**config.mk**
```make
export PLATFORM = sky130hd
export DESIGN_NAME = rf_wb_arbiter_flat
export DESIGN_NICKNAME = d
export VERILOG_FILES = /design/src/rtl/rf_wb_pkg.sv /design/src/rtl/rf_wb_arbiter_if.sv /design/src/rtl/rf_wb_fifo.sv /design/src/rtl/rf_wb_arbiter.sv /design/src/flat_wrapper.sv
export SDC_FILE = /design/constraint.sdc
export NUM_CORES = 1
export LEC_CHECK = 0
export CAP_MARGIN = 0
export CORE_MARGIN = 4
export CORE_UTILIZATION = 48
export CTS_CLUSTER_SIZE = 30
export DETAILED_ROUTE_END_ITERATION = 10
export PLACE_DENSITY = 0.85
export SETUP_SLACK_MARGIN = 0.05
export SYNTH_ARGS = -nofsm -noshare
export SYNTH_HDL_FRONTEND = slang
export SYNTH_SLANG_ARGS = --single-unit
```
**constraint.sdc**
```tcl
create_clock -name clk -period 3.07 [get_ports clk]
set_clock_uncertainty 0.15 [all_clocks]
set_input_delay 0.4605 -clock clk [delete_from_list [all_inputs] [get_ports clk]]
set_output_delay 0.4605 -clock clk [all_outputs]
set_load 0.05 [all_outputs]
```
**src/rtl/rf_wb_pkg.sv**
```systemverilog
// Shared types and default sizing for the register-file writeback arbiter.
package rf_wb_pkg;
  localparam int DEF_BW     = 8;
  localparam int DEF_AW     = 4;
  localparam int DEF_DEPTH  = 2;
  localparam int DEF_STARVE = 3;

  typedef struct packed {
    logic [DEF_AW-1:0] rd;
    logic [DEF_BW-1:0] d;
  } wb_entry_t;

  typedef enum logic [1:0] {GNT_NONE, GNT_P0, GNT_FIFO, GNT_BYP} gnt_e;
endpackage

```
**src/rtl/rf_wb_arbiter_if.sv**
```systemverilog
// Writeback request/grant bus between the two sources, the register file and issue.
// RF_WB_FWD_EN adds the forwarding outputs.
interface rf_wb_arbiter_if #(parameter int bw = 8, parameter int aw = 4);
  logic          p0_valid, p0_ready;
  logic [aw-1:0] p0_rd;
  logic [bw-1:0] p0_d;
  logic          p1_valid, p1_ready;
  logic [aw-1:0] p1_rd;
  logic [bw-1:0] p1_d;
  logic [aw-1:0] rf_rd;
  logic [bw-1:0] rf_d;
  logic          rf_writed;
  logic [aw-1:0] ra_chk, rb_chk;
  logic          hazard, busy;
`ifdef RF_WB_FWD_EN
  logic          fwd_a_hit, fwd_b_hit;
  logic [bw-1:0] fwd_a, fwd_b;
`endif

  modport slave (
    input  p0_valid, p0_rd, p0_d, p1_valid, p1_rd, p1_d, ra_chk, rb_chk,
    output p0_ready, p1_ready, rf_rd, rf_d, rf_writed, hazard, busy
`ifdef RF_WB_FWD_EN
   ,output fwd_a_hit, fwd_b_hit, fwd_a, fwd_b
`endif
  );

  modport master (
    output p0_valid, p0_rd, p0_d, p1_valid, p1_rd, p1_d, ra_chk, rb_chk,
    input  p0_ready, p1_ready, rf_rd, rf_d, rf_writed, hazard, busy
`ifdef RF_WB_FWD_EN
   ,input  fwd_a_hit, fwd_b_hit, fwd_a, fwd_b
`endif
  );
endinterface

```
**src/rtl/rf_wb_fifo.sv**
```systemverilog
// Port-1 writeback FIFO; exposes all entries oldest-first (index 0 = head) for matching.
// RF_WB_FWD_EN adds the per-entry data view.
module rf_wb_fifo #(
  parameter int AW    = 4,
  parameter int BW    = 8,
  parameter int DEPTH = 2
) (
  input  logic                         clk,
  input  logic                         rst,
  input  logic                         push,
  input  logic                         pop,
  input  logic [AW-1:0]                din_rd,
  input  logic [BW-1:0]                din_d,
  output logic [AW-1:0]                head_rd,
  output logic [BW-1:0]                head_d,
  output logic                         full,
  output logic                         empty,
  output logic [DEPTH-1:0][AW-1:0]     ent_rd,
  output logic [DEPTH-1:0]             ent_vld
`ifdef RF_WB_FWD_EN
 ,output logic [DEPTH-1:0][BW-1:0]     ent_d
`endif
);
  localparam int PW = $clog2(DEPTH);
  localparam int W  = AW + BW;

  logic [DEPTH-1:0][W-1:0] mem_q, mem_d;
  logic [PW-1:0]           wp_q, wp_d, rp_q, rp_d;
  logic [PW:0]             cnt_q, cnt_d;

  always_comb begin
    mem_d = mem_q;
    wp_d  = wp_q;
    rp_d  = rp_q;
    cnt_d = cnt_q;
    if (push) begin
      mem_d[wp_q] = {din_rd, din_d};
      wp_d        = wp_q + PW'(1);
    end
    if (pop) rp_d = rp_q + PW'(1);
    case ({push, pop})
      2'b10:   cnt_d = cnt_q + (PW+1)'(1);
      2'b01:   cnt_d = cnt_q - (PW+1)'(1);
      default: cnt_d = cnt_q;
    endcase
  end

  always_ff @(posedge clk or negedge rst) begin
    if (!rst) begin
      mem_q <= '0;
      wp_q  <= '0;
      rp_q  <= '0;
      cnt_q <= '0;
    end else begin
      mem_q <= mem_d;
      wp_q  <= wp_d;
      rp_q  <= rp_d;
      cnt_q <= cnt_d;
    end
  end

  assign full    = (cnt_q == (PW+1)'(DEPTH));
  assign empty   = (cnt_q == '0);
  assign head_rd = mem_q[rp_q][W-1:BW];
  assign head_d  = mem_q[rp_q][BW-1:0];

  // Rotate storage so consumers see age order without knowing the pointers.
  always_comb begin
    for (int i = 0; i < DEPTH; i++) begin
      ent_rd[i]  = mem_q[rp_q + PW'(i)][W-1:BW];
      ent_vld[i] = ((PW+1)'(i) < cnt_q);
`ifdef RF_WB_FWD_EN
      ent_d[i]   = mem_q[rp_q + PW'(i)][BW-1:0];
`endif
    end
  end
endmodule

```
**src/rtl/rf_wb_arbiter.sv**
```systemverilog
// Arbitrates the single register-file write port between ALU (priority) and a FIFO-buffered
// slow source with starvation guard. RF_WB_FWD_EN enables forwarding from buffered entries.
module rf_wb_arbiter
  import rf_wb_pkg::*;
#(
  parameter int bw     = DEF_BW,
  parameter int aw     = DEF_AW,
  parameter int DEPTH  = DEF_DEPTH,
  parameter int STARVE = DEF_STARVE
) (
  input  logic             clk,
  input  logic             rst,
  rf_wb_arbiter_if.slave   bus
);
  localparam int SW = $clog2(STARVE + 1);
  localparam logic [SW-1:0] SC_MAX = SW'(STARVE);

  gnt_e                    gnt;
  logic                    push, pop, full, empty, p1_rdy;
  logic [aw-1:0]           head_rd, sel_rd;
  logic [bw-1:0]           head_d, sel_d;
  logic [DEPTH-1:0][aw-1:0] ent_rd;
  logic [DEPTH-1:0]        ent_vld;
  logic [SW-1:0]           sc_q, sc_d;
`ifdef RF_WB_FWD_EN
  logic [DEPTH-1:0][bw-1:0] ent_d;
`endif

  rf_wb_fifo #(.AW(aw), .BW(bw), .DEPTH(DEPTH)) u_fifo (
    .clk     (clk),
    .rst     (rst),
    .push    (push),
    .pop     (pop),
    .din_rd  (bus.p1_rd),
    .din_d   (bus.p1_d),
    .head_rd (head_rd),
    .head_d  (head_d),
    .full    (full),
    .empty   (empty),
    .ent_rd  (ent_rd),
    .ent_vld (ent_vld)
`ifdef RF_WB_FWD_EN
   ,.ent_d   (ent_d)
`endif
  );

  // Reset forces GNT_NONE so every handshake/write output drops asynchronously.
  always_comb begin
    gnt = GNT_NONE;
    if (!rst)                          gnt = GNT_NONE;
    else if (sc_q == SC_MAX && !empty) gnt = GNT_FIFO;
    else if (bus.p0_valid)             gnt = GNT_P0;
    else if (!empty)                   gnt = GNT_FIFO;
    else if (bus.p1_valid)             gnt = GNT_BYP;
  end

  assign pop    = (gnt == GNT_FIFO);
  assign p1_rdy = rst && (!full || pop);
  assign push   = bus.p1_valid && p1_rdy && (gnt != GNT_BYP);

  always_comb begin
    sel_rd = '0;
    sel_d  = '0;
    case (gnt)
      GNT_P0:   begin sel_rd = bus.p0_rd; sel_d = bus.p0_d; end
      GNT_FIFO: begin sel_rd = head_rd;   sel_d = head_d;   end
      GNT_BYP:  begin sel_rd = bus.p1_rd; sel_d = bus.p1_d; end
      default:  ;
    endcase
  end

  always_comb begin
    sc_d = sc_q;
    if (empty || pop)                          sc_d = '0;
    else if (gnt == GNT_P0 && sc_q != SC_MAX)  sc_d = sc_q + SW'(1);
  end

  always_ff @(posedge clk or negedge rst) begin
    if (!rst) sc_q <= '0;
    else      sc_q <= sc_d;
  end

  assign bus.p0_ready  = (gnt == GNT_P0);
  assign bus.p1_ready  = p1_rdy;
  assign bus.rf_rd     = sel_rd;
  assign bus.rf_d      = sel_d;
  // x0 writes still complete the handshake but never reach the register file.
  assign bus.rf_writed = (gnt != GNT_NONE) && (sel_rd != '0);
  assign bus.busy      = !empty;

`ifdef RF_WB_FWD_EN
  // Walk oldest to youngest so the last match is the youngest value.
  always_comb begin
    bus.fwd_a_hit = 1'b0;
    bus.fwd_b_hit = 1'b0;
    bus.fwd_a     = '0;
    bus.fwd_b     = '0;
    for (int i = 0; i < DEPTH; i++) begin
      if (ent_vld[i] && bus.ra_chk != '0 && ent_rd[i] == bus.ra_chk) begin
        bus.fwd_a_hit = 1'b1;
        bus.fwd_a     = ent_d[i];
      end
      if (ent_vld[i] && bus.rb_chk != '0 && ent_rd[i] == bus.rb_chk) begin
        bus.fwd_b_hit = 1'b1;
        bus.fwd_b     = ent_d[i];
      end
    end
  end
  assign bus.hazard = 1'b0;
`else
  always_comb begin
    bus.hazard = 1'b0;
    for (int i = 0; i < DEPTH; i++) begin
      if (ent_vld[i] && ((bus.ra_chk != '0 && ent_rd[i] == bus.ra_chk) ||
                         (bus.rb_chk != '0 && ent_rd[i] == bus.rb_chk)))
        bus.hazard = 1'b1;
    end
  end
`endif
endmodule

```
**src/flat_wrapper.sv**
```systemverilog
// flat-port wrapper written by rule: the top's interface ports become plain ports
module rf_wb_arbiter_flat import rf_wb_pkg::*;
#(
  parameter int bw     = DEF_BW,
  parameter int aw     = DEF_AW,
  parameter int DEPTH  = DEF_DEPTH,
  parameter int STARVE = DEF_STARVE
)
  (clk, rst, bus_p0_valid, bus_p0_rd, bus_p0_d, bus_p1_valid, bus_p1_rd, bus_p1_d, bus_ra_chk, bus_rb_chk, bus_p0_ready, bus_p1_ready, bus_rf_rd, bus_rf_d, bus_rf_writed, bus_hazard, bus_busy);
  rf_wb_arbiter_if #(.bw(bw), .aw(aw)) bus_i ();
  input  logic clk;
  input  logic rst;
  input wire logic [$bits(bus_i.p0_valid)-1:0] bus_p0_valid;
  input wire logic [$bits(bus_i.p0_rd)-1:0] bus_p0_rd;
  input wire logic [$bits(bus_i.p0_d)-1:0] bus_p0_d;
  input wire logic [$bits(bus_i.p1_valid)-1:0] bus_p1_valid;
  input wire logic [$bits(bus_i.p1_rd)-1:0] bus_p1_rd;
  input wire logic [$bits(bus_i.p1_d)-1:0] bus_p1_d;
  input wire logic [$bits(bus_i.ra_chk)-1:0] bus_ra_chk;
  input wire logic [$bits(bus_i.rb_chk)-1:0] bus_rb_chk;
  output wire logic [$bits(bus_i.p0_ready)-1:0] bus_p0_ready;
  output wire logic [$bits(bus_i.p1_ready)-1:0] bus_p1_ready;
  output wire logic [$bits(bus_i.rf_rd)-1:0] bus_rf_rd;
  output wire logic [$bits(bus_i.rf_d)-1:0] bus_rf_d;
  output wire logic [$bits(bus_i.rf_writed)-1:0] bus_rf_writed;
  output wire logic [$bits(bus_i.hazard)-1:0] bus_hazard;
  output wire logic [$bits(bus_i.busy)-1:0] bus_busy;
  assign bus_i.p0_valid = bus_p0_valid;
  assign bus_i.p0_rd = bus_p0_rd;
  assign bus_i.p0_d = bus_p0_d;
  assign bus_i.p1_valid = bus_p1_valid;
  assign bus_i.p1_rd = bus_p1_rd;
  assign bus_i.p1_d = bus_p1_d;
  assign bus_i.ra_chk = bus_ra_chk;
  assign bus_i.rb_chk = bus_rb_chk;
  assign bus_p0_ready = bus_i.p0_ready;
  assign bus_p1_ready = bus_i.p1_ready;
  assign bus_rf_rd = bus_i.rf_rd;
  assign bus_rf_d = bus_i.rf_d;
  assign bus_rf_writed = bus_i.rf_writed;
  assign bus_hazard = bus_i.hazard;
  assign bus_busy = bus_i.busy;
  rf_wb_arbiter #(.bw(bw), .aw(aw), .DEPTH(DEPTH), .STARVE(STARVE)) u_core (.clk(clk), .rst(rst), .bus(bus_i));
endmodule
```
# Yosys cells after proc, flatten, opt, wreduce, memory -nomap -nowiden
# Cells that the tools add are included.
[op_classes]
magnitude_cmp = 6
reduce_logical = 26
muxes = 19
n_eq_ne = 13
n_addsub = 5
[op_table]
columns = ["operator", "n"]
rows = [
  ["two-way mux 12 bit", 5],
  ["bitwise mux 24 bit", 1],
  ["case mux 8 bit (3 select lines)", 1],
  ["== test 4 bit", 4],
  ["two-way mux 2 bit", 7],
  ["logical AND 1 bit", 13],
  ["demux 12 bit (select 1 bit)", 1],
  ["case mux 4 bit (3 select lines)", 1],
  ["nonzero test 4 bit", 3],
  ["== test 2 bit, second input constant", 5],
  ["less-than comparator 1 x 2 -> 1 bit, second input constant", 3],
  ["nonzero test 2 bit", 3],
  ["adder 2 x 1 -> 2 bit, second input constant", 2],
  ["== test 2 x 1 -> 1 bit, second input constant", 2],
  ["logical OR 1 bit", 4],
  ["less-than comparator 1 x 2 -> 1 bit, first input constant", 2],
  ["!= test 2 bit, second input constant", 2],
  ["case mux 2 bit (2 select lines)", 1],
  ["adder 1 bit, second input constant", 2],
  ["logical NOT 1 bit", 2],
  ["logical NOT 2 bit", 1],
  ["two-way mux 1 bit", 2],
  ["subtractor 2 x 1 -> 2 bit, second input constant", 1],
  [">= comparator 1 bit, second input constant", 1],
]
[totals]
register_bits = 30
input_bits = 36
output_inout_bits = 17
elab_cells = 75

# Depth between registers and ports, before layout
# Gate-level depths: netlist of run 1.
[logic_depth]
depth_word = 12
ltp_mapped = 11
ltp_nobuf = 9

# By module
# Synthesis of run 1 repeated with hierarchy kept, for this count alone.
[hier_totals]
cells_unflattened = 190
area_unflattened_um2 = 2183.3
[modules_own_cells]
columns = ["module", "cells_per_inst", "seq_area_each_um2", "n_inst", "area_per_inst_um2"]
rows = [
  ["rf_wb_fifo", 94, 700.7, 1, 1401.3],
  ["rf_wb_arbiter", 96, 50.0, 1, 782.0],
]

# Worst setup path before layout of run 1
# OpenSTA, ideal clock, no wires.
[synth_path]
kind = "reg2out"
startpoint = "register u_core.u_fifo.cnt_q[0]"
endpoint = "output port bus_rf_writed"
t_required_ns = 2.459
setup_slack_ns = -0.148
t_arrival_ns = 2.608
stages_incl_launch_ff = 9
path_buffers = 1
path_cell_list = "dfrtp_1 > inv_1 > ha_1 > buf_2 > o21a_1 > o21ai_2 > nand3_2 > o22ai_1 > or4_1"
[synth_via]
elab_chain_len = 9
elab_cells_between_ends = 14
classes_between = "3 x eq/ne; 5 x mux; 6 x reduce/logical"
[synth_lines]
columns = ["item", "line_no", "text"]
rows = [
  ["from (decl)", "rf_wb_fifo.sv:29", "logic [PW:0] cnt_q, cnt_d;"],
  ["from (signal assigned)", "rf_wb_fifo.sv:58", "cnt_q <= cnt_d;"],
  ["logical NOT 2 bit (*)", "rf_wb_fifo.sv:63", "assign empty = (cnt_q == '0);"],
  ["two-way mux 2 bit / logical NOT 1 bit (equally long branches)", "rf_wb_arbiter.sv:53, rf_wb_arbiter.sv:51", ""],
  ["two-way mux 2 bit / logical AND 1 bit (equally long branches)", "rf_wb_arbiter.sv:52, rf_wb_arbiter.sv:51", ""],
  ["two-way mux 2 bit (*)", "rf_wb_arbiter.sv:51", "else if (sc_q == SC_MAX && !empty) gnt = GNT_FIFO;"],
  ["two-way mux 2 bit (*)", "rf_wb_arbiter.sv:50", "if (!rst) gnt = GNT_NONE;"],
  ["== test 2 bit / == test 2 x 1 -> 1 bit (equally long branches)", "rf_wb_arbiter.sv:64", "case (gnt)"],
  ["case mux 4 bit (3 select lines) (*)", "rf_wb_arbiter.sv:64", ""],
  ["via bus_rf_rd[1]", "flat_wrapper.sv:23", "output wire logic [$bits(bus_i.rf_rd)-1:0] bus_rf_rd;"],
  ["nonzero test 4 bit (*)", "rf_wb_arbiter.sv:88", "assign bus.rf_writed = (gnt != GNT_NONE) && (sel_rd != '0);"],
  ["logical AND 1 bit (*)", "rf_wb_arbiter.sv:88", ""],
  ["to (decl)", "flat_wrapper.sv:25", "output wire logic [$bits(bus_i.rf_writed)-1:0] bus_rf_writed;"],
]
# Mark *: on every way through the listed nets, which the timed path passes. The rest lies on a longest branch.

# Worst setup path after layout of run 1
[layout_path]
startpoint = "register u_core.sc_q[0]"
endpoint = "output port bus_rf_writed"
[layout_via]
elab_chain_len = 8
elab_cells_between_ends = 11
classes_between = "4 x eq/ne; 3 x mux; 4 x reduce/logical"
[layout_lines]
columns = ["item", "line_no", "text"]
rows = [
  ["from (decl)", "rf_wb_arbiter.sv:24", "logic [SW-1:0] sc_q, sc_d;"],
  ["from (signal assigned)", "rf_wb_arbiter.sv:79", "if (!rst) sc_q <= '0;"],
  ["from (signal assigned)", "rf_wb_arbiter.sv:80", "else sc_q <= sc_d;"],
  ["== test 2 bit (*)", "rf_wb_arbiter.sv:51", ""],
  ["logical AND 1 bit (*)", "rf_wb_arbiter.sv:51", ""],
  ["two-way mux 2 bit (*)", "rf_wb_arbiter.sv:51", ""],
  ["two-way mux 2 bit (*)", "rf_wb_arbiter.sv:50", ""],
  ["== test 2 bit / == test 2 x 1 -> 1 bit (equally long branches)", "rf_wb_arbiter.sv:64", ""],
  ["case mux 4 bit (3 select lines)", "rf_wb_arbiter.sv:64", ""],
  ["nonzero test 4 bit", "rf_wb_arbiter.sv:88", ""],
  ["logical AND 1 bit (*)", "rf_wb_arbiter.sv:88", ""],
]
# Every way passes the cells marked *; elsewhere a longest branch is shown, timed or not.

==> metrics.txt, run 1 <==
# TYPE chip_impl_metric gauge
chip_impl_metric{name="cts.reportedPaths.clkPinSlew",unit="ps"} 60
chip_impl_metric{name="pwr-share-comb",unit="%"} 61.3
chip_impl_metric{name="timing_worst_slew_pin_value",unit="ps"} 710
chip_impl_metric{name="start_util",unit="%"} 49.6
chip_impl_metric{name="timing_hold_violations_final",unit=""} 0
chip_impl_metric{name="powerDensity",unit="nW/um^2"} 945
chip_impl_metric{name="slew_headroom",unit="%"} 52.5
chip_impl_metric{name="first_iter_violations",unit=""} 49
chip_impl_metric{name="power_switching_share",unit="%"} 41.5
chip_impl_info{name="run_status",value="finished, final reports clean"} 1
chip_impl_metric{name="clkSinkCount",unit=""} 30
chip_impl_metric{name="final_design_utilization",unit="%"} 72.1
chip_impl_metric{name="htree_num_levels",unit=""} 2
chip_impl_metric{name="synthArstFlopShare",unit="%"} 100
chip_impl_info{name="r2r_end",value="u_core.u_fifo.mem_q[23]"} 1
chip_impl_metric{name="post-dp-hpwl",unit="um"} 3640
chip_impl_metric{name="final_antenna_net_count",unit=""} 0
chip_impl_metric{name="drive_gt1_share",unit="%"} 32.8
chip_impl_metric{name="n_antenna_cell",unit=""} 0
chip_impl_metric{name="ctsLongestPathBuffers",unit=""} 2
chip_impl_metric{name="grt_start_max_net_pins",unit=""} 24
chip_impl_info{name="hold_path_end",value="u_core.u_fifo.wp_q"} 1
chip_impl_metric{name="critical_path_arrival",unit="ps"} 2390
chip_impl_metric{name="cell_internal_pwr",unit="uW"} 1580
chip_impl_metric{name="post_synthesis_cell_area",unit="um^2"} 1970
chip_impl_metric{name="synth_cell_types",unit=""} 36
chip_impl_metric{name="vdd_drop_max",unit="uV"} 457
chip_impl_metric{name="synth_sequential_area_ratio",unit="%"} 38.1
chip_impl_metric{name="post_synth_inst_count",unit=""} 171
chip_impl_metric{name="antenna_found_initial",unit=""} 0
chip_impl_metric{name="postSynthNetCount",unit=""} 212
chip_impl_info{name="leading_cell_type_in_the_layout_fill_and_taps_excluded",value="sky130_fd_sc_hd__clkdlybuf4s50_1"} 1
chip_impl_metric{name="die_width",unit="um"} 72.1
chip_impl_info{name="synth_ff_type",value="sky130_fd_sc_hd__dfrtp_1"} 1
chip_impl_metric{name="hold-worst-slack",unit="ps"} 350
chip_impl_metric{name="worst-path-max-fanout",unit=""} 7
chip_impl_metric{name="post_placement_cell_area",unit="um^2"} 2720
chip_impl_info{name="start_kind",value="register"} 1
chip_impl_metric{name="timing.reg2reg.worst_path_depth",unit=""} 5
chip_impl_metric{name="placementRows",unit=""} 23
chip_impl_metric{name="fin_crit_sh",unit="%"} 97.6
chip_impl_metric{name="ios",unit=""} 53
chip_impl_metric{name="vias",unit=""} 1543
chip_impl_metric{name="clock_latency",unit="ps"} 280
chip_impl_metric{name="synth_edf_count",unit=""} 0
chip_impl_metric{name="clockPowerShare",unit="%"} 11.1
chip_impl_metric{name="core-area",unit="um^2"} 3970
chip_impl_info{name="hold_path.startpoint",value="u_core.u_fifo.wp_q"} 1
chip_impl_metric{name="dieHeight",unit="um"} 72.1
chip_impl_metric{name="routed_via_density",unit=""} 5.41
chip_impl_metric{name="ys_seq_elements",unit=""} 30
chip_impl_metric{name="global_routing_usage_summed_across_all_routing_layers",unit="%"} 19.5
chip_impl_metric{name="reg2reg_slack",unit="ps"} 740
chip_impl_metric{name="whs_path_depth",unit=""} 1
chip_impl_metric{name="drv.max_cap_violation_count",unit=""} 0
chip_impl_info{name="clockRootBuffer",value="sky130_fd_sc_hd__clkbuf_8"} 1
chip_impl_info{name="hold_path_class",value="reg -> reg"} 1
chip_impl_metric{name="route.detailed.wl_per_inst",unit="um"} 16.7
chip_impl_metric{name="grt_pass1_wl",unit="um"} 7820
chip_impl_metric{name="postSynthAreaPerCell",unit="um^2"} 11.5
chip_impl_metric{name="setup_viol",unit=""} 0
chip_impl_info{name="endpoint_kind",value="output pin"} 1
chip_impl_metric{name="pwr-share-seq",unit="%"} 27.5
chip_impl_info{name="rr_startpoint",value="u_core.u_fifo.cnt_q[0]"} 1
chip_impl_metric{name="remaining_design_rule_violation_count",unit=""} 0
chip_impl_metric{name="ys.warnings.count",unit=""} 0
chip_impl_metric{name="static-leakage-power",unit="uW"} 0.00126
chip_impl_info{name="layout_common_cells",value="34 x sky130_fd_sc_hd__clkdlybuf4s50_1, 29 x sky130_fd_sc_hd__dfrtp_1, 25 x sky130_fd_sc_hd__mux2i_1, 25 x sky130_fd_sc_hd__mux2_2"} 1
chip_impl_metric{name="fmax",unit="MHz"} 334
chip_impl_metric{name="port_buffers",unit=""} 52
chip_impl_metric{name="grt_remaining_overflow",unit=""} 0
chip_impl_metric{name="wl",unit="um"} 4760
chip_impl_metric{name="numCtsBuffers",unit=""} 5
chip_impl_metric{name="dieArea",unit="um^2"} 5190
chip_impl_metric{name="gp_congestion",unit=""} 0.822
chip_impl_metric{name="final_area",unit="um^2"} 2860
chip_impl_metric{name="setup_total_neg_slack",unit="ps"} 0
chip_impl_metric{name="final_period_minus_worst_setup_slack",unit="ps"} 3000
chip_impl_metric{name="net_total_in_the_final_layout",unit=""} 276
chip_impl_metric{name="p_switching",unit="uW"} 1120
chip_impl_metric{name="grt_pass1_vias",unit=""} 1652
chip_impl_info{name="critPathKind",value="reg -> out"} 1
chip_impl_info{name="rsz0062_at_grt",value="yes"} 1
chip_impl_metric{name="cp_data_required_time",unit="ps"} 2460
chip_impl_info{name="tritoncts",value="done"} 1
chip_impl_metric{name="drt_pre_antenna_iters",unit=""} 4
chip_impl_metric{name="maxSlewViolCount",unit=""} 0
chip_impl_metric{name="layout-area-overhead-vs-synth",unit="%"} 45.3
[registers in the layout, summed over array words and instances (netlist names)]
| signal | flops |
|---|---|
| u_core.sc_q | 2 |
| u_core.u_fifo.wp_q | 1 |
| u_core.u_fifo.cnt_q | 2 |
| u_core.u_fifo.mem_q | 24 |
| u_core.u_fifo.rp_q | 1 |
[power groups by stage]
stage          clock network [uW]  registers (uW)  logic, uW
2_1_floorplan                   0             692       1130
3_3_place_gp                    0             730       1580
3_5_place_dp                    0             744       1610
4_1_cts                       309             739       1630
5_1_grt                       321             774       1780
6_report                      301             745       1660
[cell type report]
cell class	count	area [um^2]
timing repair buffer	65	753
sequential	30	752
multi-input combinational	128	1200
clock inverter	2	10.0
tap	50	62.6
fill	280	1110
inverter	5	18.8
clock buffer	5	68.8
[timing repair]
item	CTS	global route
pin swaps	0	1
buffers inserted	0	1
cloned	0	0
hold endpoints to repair	2	0
setup endpoints to repair	10	12
gates resized for setup	3	7
hold buffers	1	0
[per-layer routing]
layer	GRT usage, %	share of wire (%)
met1	24.6	42
met2	32.1	51
met3	5.12	5.8
met4	7.52	1.2
met5	0	0
[Yosys cell counts (all sizes together) (2+ instances only)]
master	count	area, um^2
dfrtp	30	751
nand3	3	20.0
nand2	3	13.8
a21oi	5	25.0
mux2i	30	320
or3	2	12.5
nand2b	3	18.8
xor2	4	35.0
buf	5	48.8
xnor2	12	105
nor2	4	15.0
o22ai	13	81.3
ha	5	62.6
or4	2	15.0
nor4	3	18.8
clkbuf	3	11.3
nor3	4	20.0
mux2	25	282
inv	5	18.8
o21ai	2	13.8
[critical path, stage by stage (launching register included)]
cell and delay (ps):
sky130_fd_sc_hd__dfrtp_1 400, sky130_fd_sc_hd__ha_1 200, sky130_fd_sc_hd__and2b_4 300, sky130_fd_sc_hd__o2bb2ai_4 100, sky130_fd_sc_hd__buf_4 150, sky130_fd_sc_hd__nand3_4 120
sky130_fd_sc_hd__o22ai_2 80, sky130_fd_sc_hd__or4_4 570, sky130_fd_sc_hd__buf_12 170
[how the worst max path moves through the flow]
stage | endpoint | start
finish | bus_rf_writed | u_core.sc_q[0]
global route | bus_rf_writed | u_core.sc_q[0]
CTS | bus_rf_writed | bus_p0_valid
detailed placement | bus_rf_writed | bus_p0_valid
global placement | bus_rf_writed | bus_p0_valid
floorplan | bus_rf_d[1] | u_core.u_fifo.cnt_q[0]
[logic make-up (layout without fill, tap and decap cells)]
group / Yosys count / after routing / share of synthesized area, %
compound gates: 24 / 24 / 8.64
buf+inv: 13 / 77 / 4.00
flops: 30 / 30 / 38.1
simple gates: 28 / 28 / 8.44
fa+ha+maj: 5 / 5 / 3.17
xor+xnor: 16 / 16 / 7.11
mux: 55 / 55 / 30.5
[metrics by stage]
step                setup slack [ps]  instances  power [uW]
floorplan                        118        171        1830
global placement                55.3        276        2310
detailed placement             -28.4        276        2350
CTS                             21.2        284        2680
global route                    14.9        285        2870
finish                          73.5        285        2710
No activity file was read; power rests on OpenSTA's default activity.
==> inputs of run 2 (changes only) <==
--- a/config.mk
+++ b/config.mk
@@ -6,10 +6,10 @@
 export NUM_CORES = 1
 export LEC_CHECK = 0
 export CAP_MARGIN = 0
-export CORE_MARGIN = 4
 export CORE_UTILIZATION = 48
 export CTS_CLUSTER_SIZE = 30
 export DETAILED_ROUTE_END_ITERATION = 10
+export HOLD_SLACK_MARGIN = 0.05
 export PLACE_DENSITY = 0.85
 export SETUP_SLACK_MARGIN = 0.05
 export SYNTH_ARGS = -nofsm -noshare
==> run 2 against run 1 <==
Hold slack worse by 110 ps; via count up 5.9%; sequential power about the same; critical endpoint unchanged; largest cell class unchanged.
==> metrics.txt, run 2 (synthesis results as in run 1) <==
# TYPE chip_impl_metric gauge
chip_impl_info{name="run_status",value="finished, final reports clean"} 1
chip_impl_metric{name="routed_via_density",unit=""} 5.67
chip_impl_metric{name="net_total_in_the_final_layout",unit=""} 280
chip_impl_metric{name="critical_path_arrival",unit="ps"} 2360
chip_impl_metric{name="numCtsBuffers",unit=""} 5
chip_impl_metric{name="fin_crit_sh",unit="%"} 96.8
chip_impl_metric{name="vdd_drop_max",unit="uV"} 609
chip_impl_metric{name="die_width",unit="um"} 66.1
chip_impl_metric{name="timing_worst_slew_pin_value",unit="ps"} 469
chip_impl_metric{name="cp_data_required_time",unit="ps"} 2460
chip_impl_metric{name="timing_hold_violations_final",unit=""} 0
chip_impl_metric{name="drt_pre_antenna_iters",unit=""} 4
chip_impl_metric{name="drv.max_cap_violation_count",unit=""} 0
chip_impl_metric{name="start_util",unit="%"} 51.9
chip_impl_metric{name="grt_start_max_net_pins",unit=""} 29
chip_impl_info{name="regMostFlops",value="u_core.u_fifo.mem_q"} 1
chip_impl_metric{name="clock_latency",unit="ps"} 290
chip_impl_metric{name="setup_viol",unit=""} 0
chip_impl_info{name="tritoncts",value="done"} 1
chip_impl_metric{name="post-dp-hpwl",unit="um"} 3650
chip_impl_metric{name="cts.reportedPaths.clkPinSlew",unit="ps"} 70
chip_impl_metric{name="first_iter_violations",unit=""} 65
chip_impl_metric{name="setup_total_neg_slack",unit="ps"} 0
chip_impl_info{name="rsz0062_at_grt",value="no"} 1
chip_impl_metric{name="gp_congestion",unit=""} 0.890
chip_impl_metric{name="core-area",unit="um^2"} 3800
chip_impl_metric{name="hold-worst-slack",unit="ps"} 239
chip_impl_metric{name="fmax",unit="MHz"} 337
chip_impl_metric{name="global_routing_usage_summed_across_all_routing_layers",unit="%"} 25.8
chip_impl_metric{name="worst-path-max-fanout",unit=""} 7
chip_impl_metric{name="maxSlewViolCount",unit=""} 0
chip_impl_metric{name="ctsLongestPathBuffers",unit=""} 2
chip_impl_metric{name="drive_gt1_share",unit="%"} 34.6
chip_impl_metric{name="final_period_minus_worst_setup_slack",unit="ps"} 2970
chip_impl_metric{name="grt_pass1_wl",unit="um"} 8140
chip_impl_info{name="ordered_cell_list_for_the_critical_path",value="inv_1 > ha_4 > o2bb2ai_4 > mux2i_2 > o22ai_2 > or4_4 > buf_12"} 1
chip_impl_metric{name="post-place-cells",unit=""} 276
chip_impl_metric{name="clkSinkCount",unit=""} 30
chip_impl_info{name="worst_path_max_delay_cell",value="sky130_fd_sc_hd__or4_4"} 1
chip_impl_info{name="reg_top3",value="u_core.u_fifo.mem_q: 24 flops, u_core.sc_q: 2 flops, u_core.u_fifo.cnt_q: 2 flops"} 1
chip_impl_metric{name="n_antenna_cell",unit=""} 0
chip_impl_info{name="layout_common_cells",value="34 x sky130_fd_sc_hd__clkdlybuf4s50_1, 29 x sky130_fd_sc_hd__dfrtp_1, 25 x sky130_fd_sc_hd__mux2i_1, 25 x sky130_fd_sc_hd__mux2_2, 16 x sky130_fd_sc_hd__buf_12"} 1
chip_impl_metric{name="vias",unit=""} 1634
chip_impl_metric{name="timing.reg2reg.worst_path_depth",unit=""} 10
chip_impl_info{name="hold_path_class",value="in -> async"} 1
chip_impl_info{name="leading_cell_type_in_the_layout_fill_and_taps_excluded",value="sky130_fd_sc_hd__clkdlybuf4s50_1"} 1
chip_impl_metric{name="largest_reg_flops",unit=""} 24
chip_impl_metric{name="wl",unit="um"} 4940
chip_impl_info{name="start_kind",value="register"} 1
chip_impl_metric{name="dieHeight",unit="um"} 66.1
chip_impl_metric{name="grt_remaining_overflow",unit=""} 0
chip_impl_metric{name="reg2reg_slack",unit="ps"} 810
chip_impl_metric{name="final_antenna_net_count",unit=""} 0
chip_impl_metric{name="remaining_design_rule_violation_count",unit=""} 0
chip_impl_metric{name="htree_num_levels",unit=""} 2
chip_impl_metric{name="layout-area-overhead-vs-synth",unit="%"} 50.0
chip_impl_metric{name="critical-path-max-stage-delay",unit="ps"} 560
chip_impl_metric{name="antenna_found_initial",unit=""} 0
chip_impl_metric{name="dieArea",unit="um^2"} 4370
chip_impl_info{name="critPathKind",value="reg -> out"} 1
chip_impl_metric{name="placementRows",unit=""} 22
chip_impl_metric{name="port_buffers",unit=""} 52
chip_impl_metric{name="powerDensity",unit="nW/um^2"} 962
chip_impl_info{name="clockRootBuffer",value="sky130_fd_sc_hd__clkbuf_8"} 1
chip_impl_metric{name="slew_headroom",unit="%"} 67.8
chip_impl_metric{name="grt_pass1_vias",unit=""} 1750
chip_impl_metric{name="ios",unit=""} 53
chip_impl_metric{name="route.detailed.wl_per_inst",unit="um"} 17.2
chip_impl_metric{name="static-leakage-power",unit="uW"} 0.00129
chip_impl_metric{name="final_cell_count_no_fill",unit=""} 288
chip_impl_info{name="endpoint_kind",value="output pin"} 1
## run 2: final timing paths
path                                        startpoint                      end
worst max register to register          u_core.sc_q[0]   u_core.u_fifo.cnt_q[1]
worst max-delay path            u_core.u_fifo.cnt_q[0]            bus_rf_writed
max in group asynchronous                          rst           u_core.sc_q[1]
min in group clk                u_core.u_fifo.cnt_q[0]   u_core.u_fifo.cnt_q[0]
worst min register to register  u_core.u_fifo.cnt_q[0]   u_core.u_fifo.cnt_q[0]
worst min-delay path                               rst  u_core.u_fifo.mem_q[23]
## run 2: timing repair
item | CTS | global route
hold endpoints to repair | 4 | 0
pin swaps | 1 | 2
endpoints found under the setup margin | 3 | 12
gates resized for setup | 5 | 9
setup buffers | 0 | 3
hold buffers | 1 | 0
## run 2: layout make-up
type                            instances  area (um^2)
Multi-Input combinational cell        128         1220
Timing Repair Buffer                   69          808
Inverter                                5         18.8
Clock inverter                          2         12.5
Sequential cell                        30          752
Tap cell                               48         60.1
Clock buffer                            6         82.6
Fill cell                             262          843
## run 2: routing by layer
layer | track usage, % | up-vias | part of all wire (%)
li1 | - | 762 | -
met3 | 6.55 | 15 | 5.0
met1 | 30.1 | 797 | 44
met4 | 12.5 | 0 | 3.0
met2 | 43.8 | 60 | 48
met5 | 0 | - | 0
## run 2: critical path: cells and delay by family (launching register included)
| family | cells | cell delay (ps) |
|---|---|---|
| DFF | 1 | 390 |
| and+or+nand+nor | 1 | 560 |
| buffers and inverters | 2 | 280 |
| adders and majority gates | 1 | 210 |
| muxes | 1 | 290 |
| AOI/OAI and AO/OA | 2 | 330 |
## run 2: power by group
part	internal (uW)	total [uW]	switching, uW	leakage, uW
logic	889	1750	864	0.000878
clock network	180	342	162	0.0000472
registers	593	747	154	0.000360
total	1660	2840	1180	0.00129
## run 2: per-stage QoR
stage / util (%) / cell area (um^2) / worst slack (ps) / power [uW]
6_report: 77.8 / 2960 / 98.4 / 2840
5_1_grt: 77.8 / 2960 / 30.5 / 3010
4_1_cts: 75.3 / 2860 / 35.9 / 2750
3_5_place_dp: 72.2 / 2740 / -55.3 / 2380
3_3_place_gp: 72.2 / 2740 / -11.3 / 2330
2_1_floorplan: - / 1980 / 118 / 1830
